File: src/rtl/dff_bank_arbiter.sv
// Round-robin write arbiter for a shared bank of enable-gated registers.
// Grants one requester at a time, pulses one register enable, and exposes the bank contents.
module dff_bank_arbiter #(
  parameter int NREQ  = 4,
  parameter int DEPTH = 4,
  parameter int WIDTH = 8,
  parameter int AW    = $clog2(DEPTH)
) (
  input  logic                   clk,
  input  logic                   reset,
  input  logic [NREQ-1:0]        req,
  input  logic [NREQ*AW-1:0]     addr,
  input  logic [NREQ*WIDTH-1:0]  wdata,
  output logic [NREQ-1:0]        gnt,
  output logic [DEPTH-1:0]       en,
  output logic [DEPTH*WIDTH-1:0] q,
  output logic                   busy
);

  localparam int PW = (NREQ > 1) ? $clog2(NREQ) : 1;

  typedef enum logic {IDLE = 1'b0, GRANT = 1'b1} state_t;

  state_t             r_state;
  state_t             w_next;
  logic [PW-1:0]      r_ptr;
  logic [PW-1:0]      r_win;
  logic [PW-1:0]      w_win;
  logic               w_found;
  logic [AW-1:0]      r_addr;
  logic [WIDTH-1:0]   r_data;
  logic [WIDTH-1:0]   r_bank [DEPTH];

  // Round-robin search starting at r_ptr, wrapping modulo NREQ.
  always_comb begin
    w_found = 1'b0;
    w_win   = r_ptr;
    for (int i = 0; i < NREQ; i++) begin
      if (!w_found && req[(int'(r_ptr) + i) % NREQ]) begin
        w_found = 1'b1;
        w_win   = PW'((int'(r_ptr) + i) % NREQ);
      end
    end
  end

  always_comb begin
    w_next = r_state;
    gnt    = '0;
    en     = '0;
    busy   = 1'b0;
    case (r_state)
      IDLE: begin
        if (w_found) w_next = GRANT;
      end
      GRANT: begin
        w_next = IDLE;
        gnt    = NREQ'(1) << r_win;
        en     = DEPTH'(1) << r_addr;
        busy   = 1'b1;
      end
      default: w_next = IDLE;
    endcase
  end

  always_ff @(posedge clk or negedge reset) begin
    if (!reset) r_state <= IDLE;
    else        r_state <= w_next;
  end

  // Decision is latched at the grant edge so later input changes cannot alter the write.
  always_ff @(posedge clk or negedge reset) begin
    if (!reset) begin
      r_win  <= '0;
      r_addr <= '0;
      r_data <= '0;
      r_ptr  <= '0;
    end else if (r_state == IDLE) begin
      if (w_found) begin
        r_win  <= w_win;
        r_addr <= addr[int'(w_win)*AW +: AW];
        r_data <= wdata[int'(w_win)*WIDTH +: WIDTH];
      end
    end else begin
      r_ptr <= (int'(r_win) == NREQ - 1) ? '0 : r_win + PW'(1);
    end
  end

  always_ff @(posedge clk or negedge reset) begin
    if (!reset) begin
      for (int k = 0; k < DEPTH; k++) r_bank[k] <= '0;
    end else if (r_state == GRANT) begin
      r_bank[r_addr] <= r_data;
    end
  end

  always_comb begin
    q = '0;
    for (int k = 0; k < DEPTH; k++) q[k*WIDTH +: WIDTH] = r_bank[k];
  end

endmodule

File: config.mk
export PLATFORM = sky130hd
export DESIGN_NAME = dff_bank_arbiter
export DESIGN_NICKNAME = d
export VERILOG_FILES = /design/src/rtl/dff_bank_arbiter.sv
export SDC_FILE = /design/constraint.sdc
export NUM_CORES = 1
export LEC_CHECK = 0
export BUFFER_PORTS_ARGS = -buffer_cell sky130_fd_sc_hd__buf_2
export CORE_AREA = 2 2 69 71
export CTS_CLUSTER_DIAMETER = 30
export DETAILED_ROUTE_END_ITERATION = 6
export DIE_AREA = 0 0 71 73
export PLACE_DENSITY = 0.8
export SETUP_SLACK_MARGIN = 0.05
export SLEW_MARGIN = 20
export SYNTH_ARGS = -nofsm -noshare
export SYNTH_HDL_FRONTEND = slang
export SYNTH_SLANG_ARGS = --single-unit
File: constraint.sdc
create_clock -name clk -period 2.4 [get_ports clk]
set_input_delay 0.36 -clock clk [delete_from_list [all_inputs] [get_ports clk]]
set_output_delay 0.36 -clock clk [all_outputs]
set_load 0.02 [all_outputs]
==> tab_implementation.tex <==
\begin{tabular}{lr}
\hline
Metric & Value \\
\hline
\multicolumn{2}{l}{\textbf{Global route}} \\
\quad Vias in the first global route & 1746 \\
\quad Aggregate global-route resource usage & 19.3\% \\
\quad Antenna violations before repair & 0 \\
\quad First-pass GRT wire length & between 7000 and 8000 um \\
\quad Pin count of the biggest net entering global routing & 32 \\
\quad Overflow left after global routing & 0 \\
\multicolumn{2}{l}{\textbf{Finish}} \\
\quad Antenna Diode Count & 0 \\
\quad Number of fillers in the final layout & 379 \\
\quad Final Net Count & 351 \\
\quad Layout overhead on the synthesized area & 27.6\% \\
\quad Share of the core filled with cells & 62.7\% \\
\quad Fraction of final layout cells with drive strength greater than 1 & 39.7\% \\
\multicolumn{2}{l}{\textbf{Worst setup path}} \\
\quad Maximum fanout along the worst path & 12 \\
\quad Nature of the critical path startpoint & flip-flop \\
\quad Endpoint type of the worst setup path & output pin \\
\quad Worst setup path class & reg2out \\
\quad Required time worst endpoint & 2.04 ns \\
\quad Arr. time, crit path & around 1.8 ns \\
\multicolumn{2}{l}{\textbf{Synth}} \\
\quad Top flip-flop cell by instance count after synthesis & dfrtp\_1 \\
\quad Fraction of registers with async set or reset after synthesis & 100\% \\
\quad Top cells by instance count after synthesis & 50 x nand2\_1, 47 x dfrtp\_1, 20 x a211oi\_1, 18 x mux2\_2, 13 x nor2\_1 \\
\quad Area share of the leading cell type in the synthesized netlist & a little over half \\
\quad Syn. warnings & 0 \\
\quad Unique cell type count in the Yosys netlist & 30 \\
\quad Cell area after synthesis & roughly 2200 sq um \\
\quad Most area-consuming cells after synthesis & dfrtp\_1 53\%, mux2\_2 9.1\%, nand2\_1 8.4\% \\
\quad Syn Area/Cell & between 10 and 15 sq um \\
\quad Cell count after synthesis & around 210 \\
\quad Sequential share of the synthesized area & a little over half \\
\quad Cell accounting for the most synthesized area & dfrtp\_1 \\
\quad Number of enable-type register cells in the synthesized netlist & 0 \\
\quad Post-Syn Nets & roughly 260 \\
\quad Library cell with the highest instance count after synthesis & nand2\_1 \\
\quad Post-synthesis register bit count & 47 \\
\multicolumn{2}{l}{\textbf{Clock network}} \\
\quad CTS Root Buffer Type & clkbuf\_8 \\
\quad Clock tree from TritonCTS & built \\
\quad Clk sinks & between 40 and 50 \\
\quad Buffer count from post-CTS setup fixing & 0 \\
\quad Number of clock buffers inserted by TritonCTS & 5 \\
\quad Post-cts resize count & 0 \\
\quad CTS Buffer Depth & 2 \\
\quad Count of hold buffers inserted by post-cts repair & 0 \\
\quad Insertion delay of the later-clocked pin in the worst-skew pair & approximately 0.29 ns \\
\quad Post-CTS clock slew at the launch and capture registers of the worst setup and hold paths & 0.08 ns \\
\quad H-tree depth & 2 \\
\multicolumn{2}{l}{\textbf{Drt}} \\
\quad Routed WL per cell & 13.4 um \\
\quad Uppermost layer routed & met4 \\
\quad Post-route DRC violation count & 0 \\
\quad Total detailed-routing wirelength & 4750 um \\
\quad Number of detailed-route iterations in the first pass & 4 \\
\quad Met1 layer wirelength in the final routing & 2170 um \\
\quad Initial drt markers & 33 \\
\quad Via total after detailed routing & 1837 \\
\quad Routed wl met3 & $\sim$310 um \\
\quad DRT antenna net count & 0 \\
\quad Amount of wire on met2 after detailed routing & 2220 um \\
\quad Via density per instance & 5.16 \\
\multicolumn{2}{l}{\textbf{STA}} \\
\quad Unrepaired setup endpoints after global routing & no \\
\quad Measured slew at the worst slew-check pin & 0.780 ns \\
\quad Period utilisation layout & 90.0\% \\
\quad Final hold violation count & 0 \\
\quad Final slew viol count & 0 \\
\quad Minimum clock period after layout & 2.16 ns \\
\quad Worst-case hold slack & 0.0916 ns \\
\quad Fin Setup TNS & 0 ns \\
\quad Max-slew headroom at the worst pin & 47.6\% \\
\quad Max Freq & 463 MHz \\
\quad Total setup violations reported at the end of the flow & 0 \\
\quad Clock skew & about 0.0032 ns \\
\multicolumn{2}{l}{\textbf{Placement}} \\
\quad Number of buffers inserted by port buffering & between 80 and 90 \\
\quad RePlAce Congestion & 0.812 \\
\quad Total half-perimeter wirelength after legalization and detailed placement & 3740 um \\
\multicolumn{2}{l}{\textbf{Pwr}} \\
\quad Worst VDD drop & 513 uV \\
\quad Pwr/cell area & 1350 nW/um\^{}2 \\
\quad Leakage component of the power & 1.45 nW \\
\multicolumn{2}{l}{\textbf{Run}} \\
\quad \# Max-Cap Violations & 0 \\
\multicolumn{2}{l}{\textbf{Floorplan}} \\
\quad Chip width & 71 um \\
\quad Starting utilization of the core area & 49.2\% \\
\quad Core area & between 4000 and 5000 sq um \\
\quad Die area & 5180 sq um \\
\quad Top Ports & 87 \\
\quad Die Y & 73 um \\
\quad Number of cell rows & 25 \\
\multicolumn{2}{l}{\textbf{Run status}} \\
\quad Result of the run & finished, final reports clean \\
\multicolumn{2}{l}{\textbf{Hold path}} \\
\quad Kind of path behind the tightest hold check & in2async \\
\hline
\end{tabular}
flip-flops by register name (all words and copies together), names as in the netlist:
name,flops
r_state,1
r_data,8
r_ptr,2
q,32
r_addr,2
r_win,2
cell type report:
type / count / area [sq um] / share of cell area [%]
flip-flops and latches: 47 / 1180 / 41.4
well taps: 54 / 67.6 / 2.38
inverters: 6 / 22.5 / 0.792
clock inverters: 2 / 35.0 / 1.23
clock buffers: 6 / 82.6 / 2.90
multi-input cells: 150 / 992 / 34.9
repair buffers: 91 / 468 / 16.5
cells by family after synthesis:
kind of cell / Yosys count / share of synthesized area (%)
multiplexers: 28 / 13.6
AO/OA/AOI/OAI: 39 / 13.3
flip-flops: 47 / 52.7
AND/OR/NAND/NOR: 79 / 15.4
buffers and inverters: 14 / 2.75
adder cells (fa/ha/maj): 4 / 2.24
critical path, cell delays in order, from the launching register on:
cell	delay (ns)
dfrtp_1	0.51
nand3b_1	0.37
clkinv_1	0.36
buf_2	0.27
layout by cell type, fill, tap and decap left out, types with 2 or more instances in the layout:
cell type,instances
a21boi_1,3
mux2i_1,10
nand2_1,50
nor3b_1,2
nand3b_1,2
buf_4,5
dfrtp_1,47
clkbuf_8,6
o21ai_1,2
a21boi_0,7
clkinv_1,2
inv_1,4
a211oi_1,20
mux2_2,18
nor2b_1,3
nor2_1,13
buf_2,86
o21ai_0,2
ha_1,4
and2_1,5
worst paths after layout:
path	from	endpoint	slack [ns]	cells after the start
worst min-delay path	reset	q[16]	0.09	1
worst max-delay path	r_state	en[1]	0.24	3
max in group asynchronous	reset	q[30]	1.62	2
worst max register to register	r_state	r_data[1]	0.47	5
min in group clk	wdata[15]	r_data[7]	0.41	3
worst min register to register	q[21]	q[21]	0.47	2
routing by layer:
metal	global-route usage, %	vias to the layer above
met4	7.13	0
met3	3.87	4
met2	31.9	75
met1	25.4	848
met5	0	-
li1	-	910
power breakdown:
group	leakage, nW	internal (mW)	total [mW]	switching, mW
combinational	0.837	0.707	1.74	1.03
clock	0.0612	0.337	0.583	0.246
sequential	0.548	1.19	1.50	0.313
per-stage QoR:
| stage | instances | cell area [sq um] | setup slack [ns] | power (mW) |
|---|---|---|---|---|
| 2_1_floorplan | 211 | 2230 | 0.753 | 2.67 |
| 3_3_place_gp | 348 | 2730 | 0.499 | 3.21 |
| 3_5_place_dp | 348 | 2730 | 0.441 | 3.28 |
| 4_1_cts | 356 | 2840 | 0.245 | 3.86 |
| 5_1_grt | 356 | 2840 | 0.130 | 4.11 |
| 6_report | 356 | 2840 | 0.240 | 3.83 |
Power figures use the tool's default switching activity.
